--- src/rtl/vid_pkg.sv ---
// Shared definitions for the video page engine: command opcodes, FSM state
// encodings and the linear pixel address helper.
package vid_pkg;

    typedef enum logic [1:0] {
        OP_FILL = 2'd0,
        OP_COPY = 2'd1,
        OP_BLIT = 2'd2,
        OP_RSVD = 2'd3
    } vid_op_e;

    typedef enum logic [2:0] {
        ST_IDLE     = 3'd0,
        ST_FILL     = 3'd1,
        ST_COPY     = 3'd2,
        ST_DRAIN    = 3'd3,
        ST_WAIT_VBL = 3'd4,
        ST_FINISH   = 3'd5
    } vid_state_e;

    // Linear frame-buffer address: page*WIDTH*HEIGHT + y*WIDTH + x.
    function automatic int unsigned pix_addr(input int unsigned page,
                                             input int unsigned y,
                                             input int unsigned x,
                                             input int unsigned width,
                                             input int unsigned height);
        return page * width * height + y * width + x;
    endfunction

endpackage

--- src/rtl/vid_page_engine_if.sv ---
// Command, pixel-memory and status bundle of the video page engine.
//
// Command handshake: a command is taken on a rising clock edge where
// cmd_valid and cmd_ready are both 1. The engine raises cmd_ready only while
// idle; all cmd_* fields are captured on that edge and ignored afterwards.
// The requester may hold cmd_valid high without a transfer while cmd_ready
// is low. pix_rd_data must carry the word addressed by pix_rd_addr exactly
// one cycle after pix_rd_en.
interface vid_page_engine_if #(
    parameter int COLOR_BITS = 4,
    parameter int ADDR_W     = 18
);
    import vid_pkg::*;

    logic                  cmd_valid;
    logic                  cmd_ready;
    logic [1:0]            cmd_op;
    logic [7:0]            cmd_src;
    logic [7:0]            cmd_dst;
    logic [COLOR_BITS-1:0] cmd_color;
    logic [15:0]           cmd_vscroll;
    logic                  vblank;
    logic                  pix_rd_en;
    logic [ADDR_W-1:0]     pix_rd_addr;
    logic [COLOR_BITS-1:0] pix_rd_data;
    logic                  pix_wr_en;
    logic [ADDR_W-1:0]     pix_wr_addr;
    logic [COLOR_BITS-1:0] pix_wr_data;
    logic [7:0]            front_page;
    logic                  busy;
    logic                  done;
    logic                  err;
    vid_state_e            dbg_state;

    modport slave (
        input  cmd_valid, cmd_op, cmd_src, cmd_dst, cmd_color, cmd_vscroll,
        input  vblank, pix_rd_data,
        output cmd_ready, pix_rd_en, pix_rd_addr, pix_wr_en, pix_wr_addr,
        output pix_wr_data, front_page, busy, done, err, dbg_state
    );

    modport master (
        output cmd_valid, cmd_op, cmd_src, cmd_dst, cmd_color, cmd_vscroll,
        output vblank, pix_rd_data,
        input  cmd_ready, pix_rd_en, pix_rd_addr, pix_wr_en, pix_wr_addr,
        input  pix_wr_data, front_page, busy, done, err, dbg_state
    );

endinterface

--- src/rtl/vid_raster_cnt.sv ---
// Raster x/y walker: x runs 0..WIDTH-1 on every step, y moves up or down one
// row on x wrap. last_o flags the final pixel (x at end of row, y on the
// row captured as last at load time).
module vid_raster_cnt #(
    parameter int WIDTH  = 320,
    parameter int HEIGHT = 200,
    parameter int XW     = (WIDTH  > 1) ? $clog2(WIDTH)  : 1,
    parameter int YW     = (HEIGHT > 1) ? $clog2(HEIGHT) : 1
) (
    input  logic          clk,
    input  logic          reset,
    input  logic          load_i,
    input  logic          step_i,
    input  logic          down_i,
    input  logic [YW-1:0] y_start_i,
    input  logic [YW-1:0] y_last_i,
    output logic [XW-1:0] x_o,
    output logic [YW-1:0] y_o,
    output logic          last_o
);
    localparam logic [XW-1:0] X_MAX = XW'(WIDTH - 1);

    logic [XW-1:0] x_q, x_d;
    logic [YW-1:0] y_q, y_d;
    logic [YW-1:0] y_last_q, y_last_d;
    logic          down_q, down_d;

    // Next position: load wins over step; x wraps and y moves by direction.
    always_comb begin
        x_d      = x_q;
        y_d      = y_q;
        y_last_d = y_last_q;
        down_d   = down_q;
        if (load_i) begin
            x_d      = '0;
            y_d      = y_start_i;
            y_last_d = y_last_i;
            down_d   = down_i;
        end else if (step_i) begin
            if (x_q == X_MAX) begin
                x_d = '0;
                y_d = down_q ? (y_q - YW'(1)) : (y_q + YW'(1));
            end else begin
                x_d = x_q + XW'(1);
            end
        end
    end

    // Position and walk configuration registers.
    always_ff @(posedge clk or negedge reset) begin
        if (!reset) begin
            x_q      <= '0;
            y_q      <= '0;
            y_last_q <= '0;
            down_q   <= 1'b0;
        end else begin
            x_q      <= x_d;
            y_q      <= y_d;
            y_last_q <= y_last_d;
            down_q   <= down_d;
        end
    end

    assign x_o    = x_q;
    assign y_o    = y_q;
    assign last_o = (x_q == X_MAX) && (y_q == y_last_q);

endmodule

--- src/rtl/vid_page_engine.sv ---
// Video page engine: FILL a page with a colour, COPY a page with a signed
// vertical scroll (pipelined read->write, one pixel per clock), and BLIT a
// page to the display on vertical blank. Bad commands finish with err.
module vid_page_engine
    import vid_pkg::*;
#(
    parameter int WIDTH      = 320,
    parameter int HEIGHT     = 200,
    parameter int NUM_PAGES  = 4,
    parameter int COLOR_BITS = 4
) (
    input logic          clk,
    input logic          reset,
    vid_page_engine_if.slave bus
);
    localparam int ADDR_W = $clog2(NUM_PAGES * WIDTH * HEIGHT);
    localparam int XW     = (WIDTH  > 1) ? $clog2(WIDTH)  : 1;
    localparam int YW     = (HEIGHT > 1) ? $clog2(HEIGHT) : 1;
    localparam logic [YW-1:0] Y_MAX    = YW'(HEIGHT - 1);
    localparam logic [7:0]    PAGE_LIM = 8'(NUM_PAGES);
    localparam logic [16:0]   H_LIM    = 17'(HEIGHT);

    vid_state_e            state_q, state_d;
    logic [7:0]            src_q, dst_q;
    logic [COLOR_BITS-1:0] color_q;
    logic [YW-1:0]         vs_q;
    logic                  err_q, err_d;
    logic [7:0]            front_page_q, front_page_d;
    logic                  wr_pend_q;
    logic [ADDR_W-1:0]     wr_addr_q;
    logic                  latch;

    logic                  cnt_load, cnt_step, cnt_down, cnt_last;
    logic [YW-1:0]         cnt_y_start, cnt_y_last, cnt_y, src_y;
    logic [XW-1:0]         cnt_x;

    logic                  rd_en, wr_en;
    logic [ADDR_W-1:0]     rd_addr, wr_addr, dst_addr;
    logic [COLOR_BITS-1:0] wr_data;

    logic                  src_bad, dst_bad, copy_noop;
    logic signed [16:0]    vs_ext;
    logic [16:0]           vs_abs;

    vid_raster_cnt #(.WIDTH(WIDTH), .HEIGHT(HEIGHT), .XW(XW), .YW(YW)) u_cnt (
        .clk       (clk),
        .reset     (reset),
        .load_i    (cnt_load),
        .step_i    (cnt_step),
        .down_i    (cnt_down),
        .y_start_i (cnt_y_start),
        .y_last_i  (cnt_y_last),
        .x_o       (cnt_x),
        .y_o       (cnt_y),
        .last_o    (cnt_last)
    );

    // Incoming command qualification; |vscroll| is 17 bits so -32768 is exact.
    assign vs_ext    = {bus.cmd_vscroll[15], bus.cmd_vscroll};
    assign vs_abs    = vs_ext[16] ? 17'(-vs_ext) : 17'(vs_ext);
    assign src_bad   = bus.cmd_src >= PAGE_LIM;
    assign dst_bad   = bus.cmd_dst >= PAGE_LIM;
    assign copy_noop = (vs_abs >= H_LIM) ||
                       ((bus.cmd_src == bus.cmd_dst) && (bus.cmd_vscroll == 16'd0));

    // Source row wraps modulo 2^YW; the walked rows keep it inside the page.
    assign src_y    = cnt_y + vs_q;
    assign dst_addr = ADDR_W'(pix_addr(32'(dst_q), 32'(cnt_y), 32'(cnt_x), WIDTH, HEIGHT));

    // Next-state and pixel-port decode.
    always_comb begin
        state_d      = state_q;
        err_d        = err_q;
        front_page_d = front_page_q;
        latch        = 1'b0;
        cnt_load     = 1'b0;
        cnt_step     = 1'b0;
        cnt_down     = 1'b0;
        cnt_y_start  = '0;
        cnt_y_last   = Y_MAX;
        rd_en        = 1'b0;
        rd_addr      = '0;
        wr_en        = 1'b0;
        wr_addr      = '0;
        wr_data      = '0;
        case (state_q)
            ST_IDLE: begin
                if (bus.cmd_valid) begin
                    latch = 1'b1;
                    err_d = 1'b0;
                    case (bus.cmd_op)
                        OP_FILL: begin
                            if (src_bad) begin
                                err_d   = 1'b1;
                                state_d = ST_FINISH;
                            end else begin
                                cnt_load = 1'b1;
                                state_d  = ST_FILL;
                            end
                        end
                        OP_COPY: begin
                            if (src_bad || dst_bad) begin
                                err_d   = 1'b1;
                                state_d = ST_FINISH;
                            end else if (copy_noop) begin
                                state_d = ST_FINISH;
                            end else begin
                                // Scrolling up walks top-down, down walks bottom-up,
                                // so an in-place copy never reads a row it rewrote.
                                cnt_load    = 1'b1;
                                cnt_down    = vs_ext[16];
                                cnt_y_start = vs_ext[16] ? Y_MAX : '0;
                                cnt_y_last  = vs_ext[16] ? vs_abs[YW-1:0]
                                                         : (Y_MAX - vs_abs[YW-1:0]);
                                state_d     = ST_COPY;
                            end
                        end
                        OP_BLIT: begin
                            if (src_bad) begin
                                err_d   = 1'b1;
                                state_d = ST_FINISH;
                            end else if (bus.vblank) begin
                                front_page_d = bus.cmd_src;
                                state_d      = ST_FINISH;
                            end else begin
                                state_d = ST_WAIT_VBL;
                            end
                        end
                        default: begin
                            err_d   = 1'b1;
                            state_d = ST_FINISH;
                        end
                    endcase
                end
            end
            ST_FILL: begin
                wr_en    = 1'b1;
                wr_addr  = ADDR_W'(pix_addr(32'(src_q), 32'(cnt_y), 32'(cnt_x), WIDTH, HEIGHT));
                wr_data  = color_q;
                cnt_step = 1'b1;
                if (cnt_last) state_d = ST_FINISH;
            end
            ST_COPY: begin
                rd_en    = 1'b1;
                rd_addr  = ADDR_W'(pix_addr(32'(src_q), 32'(src_y), 32'(cnt_x), WIDTH, HEIGHT));
                wr_en    = wr_pend_q;
                wr_addr  = wr_pend_q ? wr_addr_q : '0;
                wr_data  = wr_pend_q ? bus.pix_rd_data : '0;
                cnt_step = 1'b1;
                if (cnt_last) state_d = ST_DRAIN;
            end
            ST_DRAIN: begin
                wr_en   = wr_pend_q;
                wr_addr = wr_pend_q ? wr_addr_q : '0;
                wr_data = wr_pend_q ? bus.pix_rd_data : '0;
                state_d = ST_FINISH;
            end
            ST_WAIT_VBL: begin
                if (bus.vblank) begin
                    front_page_d = src_q;
                    state_d      = ST_FINISH;
                end
            end
            ST_FINISH: state_d = ST_IDLE;
            default:   state_d = ST_IDLE;
        endcase
    end

    // State, latched command fields and the one-deep copy write pipeline.
    always_ff @(posedge clk or negedge reset) begin
        if (!reset) begin
            state_q      <= ST_IDLE;
            src_q        <= '0;
            dst_q        <= '0;
            color_q      <= '0;
            vs_q         <= '0;
            err_q        <= 1'b0;
            front_page_q <= '0;
            wr_pend_q    <= 1'b0;
            wr_addr_q    <= '0;
        end else begin
            state_q      <= state_d;
            err_q        <= err_d;
            front_page_q <= front_page_d;
            wr_pend_q    <= (state_q == ST_COPY);
            wr_addr_q    <= dst_addr;
            if (latch) begin
                src_q   <= bus.cmd_src;
                dst_q   <= bus.cmd_dst;
                color_q <= bus.cmd_color;
                vs_q    <= bus.cmd_vscroll[YW-1:0];
            end
        end
    end

    assign bus.cmd_ready   = (state_q == ST_IDLE);
    assign bus.busy        = (state_q != ST_IDLE);
    assign bus.done        = (state_q == ST_FINISH);
    assign bus.err         = (state_q == ST_FINISH) && err_q;
    assign bus.front_page  = front_page_q;
    assign bus.dbg_state   = state_q;
    assign bus.pix_rd_en   = rd_en;
    assign bus.pix_rd_addr = rd_addr;
    assign bus.pix_wr_en   = wr_en;
    assign bus.pix_wr_addr = wr_addr;
    assign bus.pix_wr_data = wr_data;

endmodule

--- src/flat_wrapper.sv ---
// flat-port wrapper written by rule: the top's interface ports become plain ports
module vid_page_engine_flat import vid_pkg::*;
#(
    parameter int WIDTH      = 320,
    parameter int HEIGHT     = 200,
    parameter int NUM_PAGES  = 4,
    parameter int COLOR_BITS = 4
)
  (clk, reset, bus_cmd_valid, bus_cmd_op, bus_cmd_src, bus_cmd_dst, bus_cmd_color, bus_cmd_vscroll, bus_vblank, bus_pix_rd_data, bus_cmd_ready, bus_pix_rd_en, bus_pix_rd_addr, bus_pix_wr_en, bus_pix_wr_addr, bus_pix_wr_data, bus_front_page, bus_busy, bus_done, bus_err, bus_dbg_state);
  vid_page_engine_if #(.COLOR_BITS(COLOR_BITS), .ADDR_W(($clog2(NUM_PAGES * WIDTH * HEIGHT)))) bus_i ();
  input logic clk;
  input logic reset;
  input wire logic [$bits(bus_i.cmd_valid)-1:0] bus_cmd_valid;
  input wire logic [$bits(bus_i.cmd_op)-1:0] bus_cmd_op;
  input wire logic [$bits(bus_i.cmd_src)-1:0] bus_cmd_src;
  input wire logic [$bits(bus_i.cmd_dst)-1:0] bus_cmd_dst;
  input wire logic [$bits(bus_i.cmd_color)-1:0] bus_cmd_color;
  input wire logic [$bits(bus_i.cmd_vscroll)-1:0] bus_cmd_vscroll;
  input wire logic [$bits(bus_i.vblank)-1:0] bus_vblank;
  input wire logic [$bits(bus_i.pix_rd_data)-1:0] bus_pix_rd_data;
  output wire logic [$bits(bus_i.cmd_ready)-1:0] bus_cmd_ready;
  output wire logic [$bits(bus_i.pix_rd_en)-1:0] bus_pix_rd_en;
  output wire logic [$bits(bus_i.pix_rd_addr)-1:0] bus_pix_rd_addr;
  output wire logic [$bits(bus_i.pix_wr_en)-1:0] bus_pix_wr_en;
  output wire logic [$bits(bus_i.pix_wr_addr)-1:0] bus_pix_wr_addr;
  output wire logic [$bits(bus_i.pix_wr_data)-1:0] bus_pix_wr_data;
  output wire logic [$bits(bus_i.front_page)-1:0] bus_front_page;
  output wire logic [$bits(bus_i.busy)-1:0] bus_busy;
  output wire logic [$bits(bus_i.done)-1:0] bus_done;
  output wire logic [$bits(bus_i.err)-1:0] bus_err;
  output wire logic [$bits(bus_i.dbg_state)-1:0] bus_dbg_state;
  assign bus_i.cmd_valid = bus_cmd_valid;
  assign bus_i.cmd_op = bus_cmd_op;
  assign bus_i.cmd_src = bus_cmd_src;
  assign bus_i.cmd_dst = bus_cmd_dst;
  assign bus_i.cmd_color = bus_cmd_color;
  assign bus_i.cmd_vscroll = bus_cmd_vscroll;
  assign bus_i.vblank = bus_vblank;
  assign bus_i.pix_rd_data = bus_pix_rd_data;
  assign bus_cmd_ready = bus_i.cmd_ready;
  assign bus_pix_rd_en = bus_i.pix_rd_en;
  assign bus_pix_rd_addr = bus_i.pix_rd_addr;
  assign bus_pix_wr_en = bus_i.pix_wr_en;
  assign bus_pix_wr_addr = bus_i.pix_wr_addr;
  assign bus_pix_wr_data = bus_i.pix_wr_data;
  assign bus_front_page = bus_i.front_page;
  assign bus_busy = bus_i.busy;
  assign bus_done = bus_i.done;
  assign bus_err = bus_i.err;
  assign bus_dbg_state = bus_i.dbg_state;
  vid_page_engine #(.WIDTH(WIDTH), .HEIGHT(HEIGHT), .NUM_PAGES(NUM_PAGES), .COLOR_BITS(COLOR_BITS)) u_core (.clk(clk), .reset(reset), .bus(bus_i));
endmodule
--- config.mk ---
export PLATFORM = sky130hd
export DESIGN_NAME = vid_page_engine_flat
export DESIGN_NICKNAME = d
export VERILOG_FILES = /design/src/rtl/vid_pkg.sv /design/src/rtl/vid_page_engine_if.sv /design/src/rtl/vid_raster_cnt.sv /design/src/rtl/vid_page_engine.sv /design/src/flat_wrapper.sv
export SDC_FILE = /design/constraint.sdc
export NUM_CORES = 1
export LEC_CHECK = 0
export BUFFER_PORTS_ARGS = -buffer_cell sky130_fd_sc_hd__buf_4
export CAP_MARGIN = 10
export CORE_AREA = 2 2 125 127
export CTS_CLUSTER_DIAMETER = 50
export CTS_CLUSTER_SIZE = 24
export DETAILED_ROUTE_END_ITERATION = 10
export DIE_AREA = 0 0 127 129
export PLACE_DENSITY = 0.75
export SLEW_MARGIN = 20
export SYNTH_ARGS = -nofsm -noshare
export SYNTH_HDL_FRONTEND = slang
export SYNTH_SLANG_ARGS = --single-unit
--- constraint.sdc ---
create_clock -name clk -period 6 [get_ports clk]
set_input_delay 0.6 -clock clk [delete_from_list [all_inputs] [get_ports clk]]
set_output_delay 0.6 -clock clk [all_outputs]
set_load 0.05 [all_outputs]
==> summary.md, run 1 <==
| Metric | Value |
|---|---|
| Clock slew at reported path FFs | 0.06 ns |
| Area contributors post-synth | dfrtp_1 (26%), ha_1 (18%), xnor2_1 (6.3%) |
| Port bufs | around 100 |
| Clk_skew | 0.01131 ns |
| WP buf/inv | 2 |
| Final Routed Wirelength | 20240 um |
| Crit path capture type | primary output |
| Routed via count | roughly 7000 |
| Status | finished clean |
| Synth cell types | 60 |
| Ys flop type | dfrtp_1 |
| CP Class | reg -> out |
| Post-Syn Instances | about 940 |
| Global-route wire length before repair | 33750 um |
| GRT Total Usage | about a quarter |
| Hold bufs inserted after CTS | 0 |
| Vias per cell | 5.687 |
| Fraction of registers with async set/reset | between 90% and 100% |
| Syn-to-layout area delta | 15.08% |
| Num CTS Buffers | 9 |
| DRT Pass-1 Iters | 5 |
| Chip width | around 130 um |
| CP startpoint kind | flop |
| Dpl hpwl | between 15000 and 20000 um |
| Die ar. | 16380 sq um |
| Clk Latency, worst-skew pair | approximately 0.34 ns |
| Vias in the first global route | ~6800 |
| FF-to-FF Start | u_core.dst_q[1] |
| Routed wire per std cell | approximately 16 um |
| Die height | about 130 um |
| Slew HR | between 30% and 40% |
| Synth cell count leaders | nand2_1 (125), ha_1 (116), dfrtp_1 (85) |
| Clock root buffer | clkbuf_16 |
| Crit Path Max Fanout | 7 |
| Layout cells sized above 1 | a little over an eighth |
| Post-Synthesis Cell Area | a little over 8000 sq um |
| Yosys warning total | 0 |
| # IOs | 103 |
| Final Max Tran Viols | 0 |
| Final Hold Viols | 0 |
| Maxcap violations | 0 |
| Fmax | between 0.15 and 0.2 GHz |
| Required time of the critical path | 5.40 ns |
| Critical path arrival | between 4 and 5 ns |
| Seq/Total Area, Yosys | 26.40% |
| Post-synth EDFFs | 0 |
| Most numerous cell in the Yosys netlist | nand2_1 |
| Largest net degree at the start of global routing | 70 |
| Residual DRC | 0 |
| CP Cell Sequence | ha_1 -> fa_1 -> a21o_1 -> a21oi_2 -> xnor2_1 -> and2_1 -> or2_2 -> fa_1 -> inv_1 -> a21oi_1 -> o21bai_1 -> a21o_1 -> a21oi_1 -> xor2_1 -> ha_1 -> or2_2 -> a21oi_1 -> a31oi_1 -> xnor2_1 -> nor2_1 -> buf_4 |
| Average size of a mapped cell | 8.553 sq um |
| Worst Setup SP | u_core.u_cnt.y_o[0] |
| Critical-path top delay cell | fa_1 |
| Crit-path leading delay family | adder cells |
| Hold crit path type | in -> async |
| Filler cells | roughly 1300 |
| Period minus WS final | roughly 5.6 ns |
| Syn Nets | 1118 |
| CTS tree | yes |
| Initial core utilization | between 50% and 60% |
| Area of the multi-input gates | between 5000 and 6000 sq um |
| Overflow after GRT | 0 |
| Fin crit share | 92.93% |
| Worst-case clock buffer depth | 2 |
| Clk sinks | 85 |
| ANT nets after route | 0 |
| # rows | between 40 and 50 |
| Cell taking the most area after synthesis | dfrtp_1 |
| Worst Tran Pin Value | between 1 and 1.5 ns |
| H-tree depth | 3 |
| Top cell by count, worst path | a21oi_1 |
| Critical path's largest stage delay | 0.47 ns |
| RSZ-0062 raised after global routing | false |
| Number of DRC markers in iteration 0 | 428 |
| #FFs+latches synth | 85 |
| Core Region | 14980 sq um |
| ANT cells | 0 |
| Final setup violation count | 0 |
| Final GP Congestion | approximately 0.9 |
| Nets | between 1000 and 1500 |
| Setup TNS | 0 ns |
| Area share of the largest cell type after synthesis | 26.40% |
| Initial antenna violation count | 0 |
| Sequential cell area | roughly 2100 sq um |
==> layer usage <==
metal / wire, um / vias to the layer above / GRT usage [%]
li1: - / 3487 / -
met1: 9798 / 3285 / 36.53
met2: 9097 / 181 / 40.67
met3: 1056 / 25 / 4.200
met4: 291 / 0 / 6.141
met5: 0 / - / 0
==> state kept, by name, summed over array words and instances (netlist names), 8 cells and up <==
register and count:
u_core.src_q 8, u_core.u_cnt.x_o 9, u_core.bus.front_page 8, u_core.dst_q 8
u_core.u_cnt.y_last_q 8, u_core.vs_q 8, u_core.wr_addr_q 18, u_core.u_cnt.y_o 8
==> per-stage QoR <==
step	hold WS (ns)	util (%)	cells	setup slack, ns	instance area, sq um
CTS	0.1193	61.86	1227	0.3571	9265
global placement	0.4566	60.13	1212	0.8658	9006
finish	0.1142	61.90	1227	0.4240	9271
floorplan	0.3044	-	942	0.5775	8056
detailed placement	0.4662	60.13	1212	0.7262	9006
global route	0.1228	61.90	1227	0.04463	9271
==> worst register-to-register path, cell delays in order (launching register included) <==
cell      delay, ns
dfrtp_1        0.46
ha_1           0.32
ha_1           0.16
inv_1          0.06
fa_1           0.52
inv_1          0.07
ha_1           0.30
ha_1           0.27
inv_1          0.05
fa_1           0.53
inv_1          0.04
ha_1           0.31
xnor2_1        0.14
ha_1           0.33
mux2_2         0.35
a311oi_1       0.20
o211ai_1       0.12
==> path summary, 6_finish.rpt <==
kind,end,slack [ns],cells after the start
worst max-delay path,bus_pix_rd_addr[17],0.42,21
worst min-delay path,u_core.wr_addr_q[3],0.11,1
worst max register to register,u_core.wr_addr_q[16],1.65,16
worst min register to register,u_core.color_q[1],0.48,2
max in group asynchronous,u_core.color_q[1],4.73,2
min in group clk,u_core.color_q[1],0.45,3
==> kinds of logic after synthesis <==
kind of cell / after synthesis / synth area share (%)
adders and majority gates: 130 / 21.49
xor gates and xnor gates: 99 / 10.93
buffers and inverters: 83 / 4.084
DFF: 85 / 26.40
AOI/OAI and AO/OA: 197 / 15.98
muxes: 19 / 2.392
and+or+nand+nor: 329 / 18.71
==> cell usage in the layout (no fill, tap or decap), drive strengths merged, types with 5 or more instances in the layout <==
cell type / n
nand4: 5
nor2: 81
o21a: 8
and2: 7
o211ai: 5
or3: 6
and3: 14
nand2b: 10
buf: 110
nor2b: 14
nand2: 125
clkbuf: 11
inv: 54
ha: 116
a31oi: 5
nor3: 30
o21bai: 8
fa: 14
a21oi: 62
o21ai: 40
xnor2: 58
a22o: 14
o31ai: 6
dfrtp: 85
nand3: 12
or2: 6
nor4: 10
xor2: 40
a21o: 18
mux2i: 17
==> final cells by class <==
cell class	instances	share of cell area (%)
Multi-Input combinational cell	774	60.59
Sequential cell	85	22.94
Timing Repair Buffer	110	8.907
Tap cell	188	2.537
Clock buffer	11	2.510
Inverter	55	2.227
Clock inverter	4	0.2834
==> timing repair <==
| item | in CTS | in global routing |
|---|---|---|
| endpoints found under the setup margin | 0 | 1 |
| setup buffers | 0 | 0 |
| resized for setup | 0 | 1 |
Power of run 1 is left out: the tool's default activity adds up to more than one toggle a clock period on the data nets, which glitch-free logic cannot reach.
==> run 2: changes to the inputs <==
- RECOVER_POWER: not set -> 100
==> summary.md, run 2 (synthesis gave the netlist of run 1 again) <==
| Metric | Value |
|---|---|
| Syn-to-layout area delta | 12.21% (was 15.08%) |
| Clock root buffer | clkbuf_16 (unchanged) |
| Required time of the critical path | 5.40 ns (about the same) |
| Port bufs | 102 (unchanged) |
| Clk Latency, worst-skew pair | 0.34 ns (about the same) |
| CP startpoint kind | flop (unchanged) |
| Nets | 1211 (unchanged) |
| Chip width | 127 um (unchanged) |
| Num CTS Buffers | 9 (unchanged) |
| Number of DRC markers in iteration 0 | 452 (was 428) |
| Routed wire per std cell | 16.53 um (was 16.50 um) |
| Status | finished with violations (was finished clean) |
| GRT Total Usage | 25.51% (unchanged) |
| Most common cell after layout, fill and taps aside | nand2_1 (unchanged) |
| Final Routed Wirelength | 20280 um (was 20240 um) |
| ANT cells | 0 (unchanged) |
| Period minus WS final | 5.624 ns (was 5.576 ns) |
| Final Non-Filler Cells | 1227 (unchanged) |
| Fin crit share | 93.73% (was 92.93%) |
| Crit path capture type | primary output (unchanged) |
| Overflow after GRT | 0 (unchanged) |
| H-tree depth | 3 (unchanged) |
| DRT Pass-1 Iters | 6 (was 5) |
| Die height | 129 um (unchanged) |
| CTS tree | yes (unchanged) |
| CP Cell Sequence | ha_1 -> ha_1 -> fa_1 -> ha_1 -> ha_1 -> fa_1 -> ha_1 -> xnor2_1 -> ha_1 -> or4_1 -> a32o_1 -> clkbuf_2 (was ha_1 -> fa_1 -> a21o_1 -> a21oi_2 -> xnor2_1 -> and2_1 -> or2_2 -> fa_1 -> inv_1 -> a21oi_1 -> o21bai_1 -> a21o_1 -> a21oi_1 -> xor2_1 -> ha_1 -> or2_2 -> a21oi_1 -> a31oi_1 -> xnor2_1 -> nor2_1 -> buf_4) |
| WP buf/inv | 1 (was 2) |
| Critical-path top delay cell | fa_1 (unchanged) |
| Vias per cell | 5.689 (was 5.687) |
| # rows | 45 (unchanged) |
| Final Max Tran Viols | 70 (was 0) |
| Critical path's largest stage delay | 0.57 ns (was 0.47 ns) |
| Failing checks | capacitance limit, slew limit |
| Initial antenna violation count | 0 (unchanged) |
| Commonest non-fill, non-tap cells in the layout | nand2_1 (125), ha_1 (116), dfrtp_1 (85), nor2_1 (81), a21oi_1 (61) (was nand2_1 (124), ha_1 (116), buf_4 (110), dfrtp_1 (85), nor2_1 (81)) |
| Initial core utilization | 53.79% (unchanged) |
| Worst Tran Pin Value | 3.818 ns (was 1.019 ns) |
| Residual DRC | 0 (unchanged) |
| Fmax | 0.1778 GHz (was 0.1793 GHz) |
| Layout cells sized above 1 | 7.796% (was 13.38%) |
| Top cell by count, worst path | ha_1 (was a21oi_1) |
| RSZ-0062 raised after global routing | false (unchanged) |
| Final Hold Viols | 0 (unchanged) |
| Post-CTS Setup Bufs | 0 (unchanged) |
| Area of the multi-input gates | 5609 sq um (was 5618 sq um) |
| # IOs | 103 (unchanged) |
| Clk_skew | 0.01180 ns (was 0.01131 ns) |
| Final GP Congestion | 0.9205 (unchanged) |
| CP Class | reg -> out (unchanged) |
| Critical path arrival | 5.02 ns (was 4.98 ns) |
| ANT nets after route | 0 (unchanged) |
| Crit Path Max Fanout | 7 (unchanged) |
| Crit-path leading delay family | adder cells (unchanged) |
| Core Region | 14980 sq um (unchanged) |
| Hold crit path type | in -> async (unchanged) |
| Hold bufs inserted after CTS | 0 (unchanged) |
| Dpl hpwl | 15700 um (unchanged) |
| Largest net degree at the start of global routing | 70 (unchanged) |
| Vias in the first global route | 6768 (unchanged) |
| Worst-case clock buffer depth | 2 (unchanged) |
| Sequential cell area | 2127 sq um (unchanged) |
| Die ar. | 16380 sq um (unchanged) |
| Final setup violation count | 0 (unchanged) |
| Maxcap violations | 1 (was 0) |
| Slew HR | -154.6% (was 32.07%) |
| Setup TNS | 0 ns (unchanged) |
| Placed Cells | 1212 (unchanged) |
| Clk sinks | 85 (unchanged) |
| Routed via count | 6980 (was 6978) |
| Max reg flops | 18 (unchanged) |
| Filler cells | 1390 (was 1339) |
| Clock slew at reported path FFs | 0.06 ns (about the same) |
| Largest Register | u_core.wr_addr_q (unchanged) |
| Global-route wire length before repair | 33750 um (unchanged) |
==> run 2: cell types whose count changed in the layout (fill, tap and decap cells not counted), sizes merged <==
cell / delta
clkbuf: +61
buf: -61
==> run 2: area by class of cell <==
| type | instances | share of cell area [%] |
|---|---|---|
| inverter | 55 | 2.284 |
| timing repair buffer | 110 | 6.671 |
| clock inverter | 4 | 0.2907 |
| multi-input combinational | 774 | 62.05 |
| tap | 188 | 2.602 |
| clock buffer | 11 | 2.574 |
| sequential | 85 | 23.53 |
==> run 2: worst register-to-register path: cells and delay by family, from the launching register on <==
family / cells / cell delay, ns
compound gates: 2 / 0.79
buf+inv: 2 / 0.99
simple gates: 3 / 2.15
flops: 1 / 0.35
==> run 2: metrics by stage <==
| stage | utilization (%) | cell area, sq um | hold WS (ns) | setup slack (ns) |
|---|---|---|---|---|
| 2_1_floorplan | - | 8056 | 0.3044 | 0.5775 |
| 3_3_place_gp | 60.13 | 9006 | 0.4566 | 0.8658 |
| 3_5_place_dp | 60.13 | 9006 | 0.4662 | 0.7262 |
| 4_1_cts | 61.86 | 9265 | 0.1193 | 0.3571 |
| 5_1_grt | 60.36 | 9040 | 0.4465 | 0.04029 |
| 6_report | 60.36 | 9040 | 0.3870 | 0.3759 |
==> run 2: worst paths after layout <==
kind	start	to	slack (ns)	cells after the start
setup / recovery	u_core.src_q[1]	bus_pix_wr_addr[16]	0.38	12
min in group clk	bus_cmd_color[1]	u_core.color_q[1]	0.45	3
setup reg to reg	u_core.bus.dbg_state[1]	u_core.u_cnt.y_o[0]	1.53	7
hold reg to reg	u_core.u_cnt.x_o[1]	u_core.wr_addr_q[1]	0.48	0
hold / removal	reset	u_core.wr_addr_q[3]	0.39	1
max in group asynchronous	reset	u_core.err_q	1.46	2
==> run 2: layer usage <==
| metal | global-route usage (%) | wire length, um |
|---|---|---|
| met1 | 36.53 | 9810 |
| met2 | 40.67 | 9107 |
| met3 | 4.200 | 1064 |
| met4 | 6.141 | 302 |
| met5 | 0 | 0 |
==> run 2: repair_timing <==
action	CTS	global route
endpoints found under the hold margin	0	0
endpoints found under the setup margin	0	1
gates resized for setup	0	1
Power of run 2 is left out for the same reason.
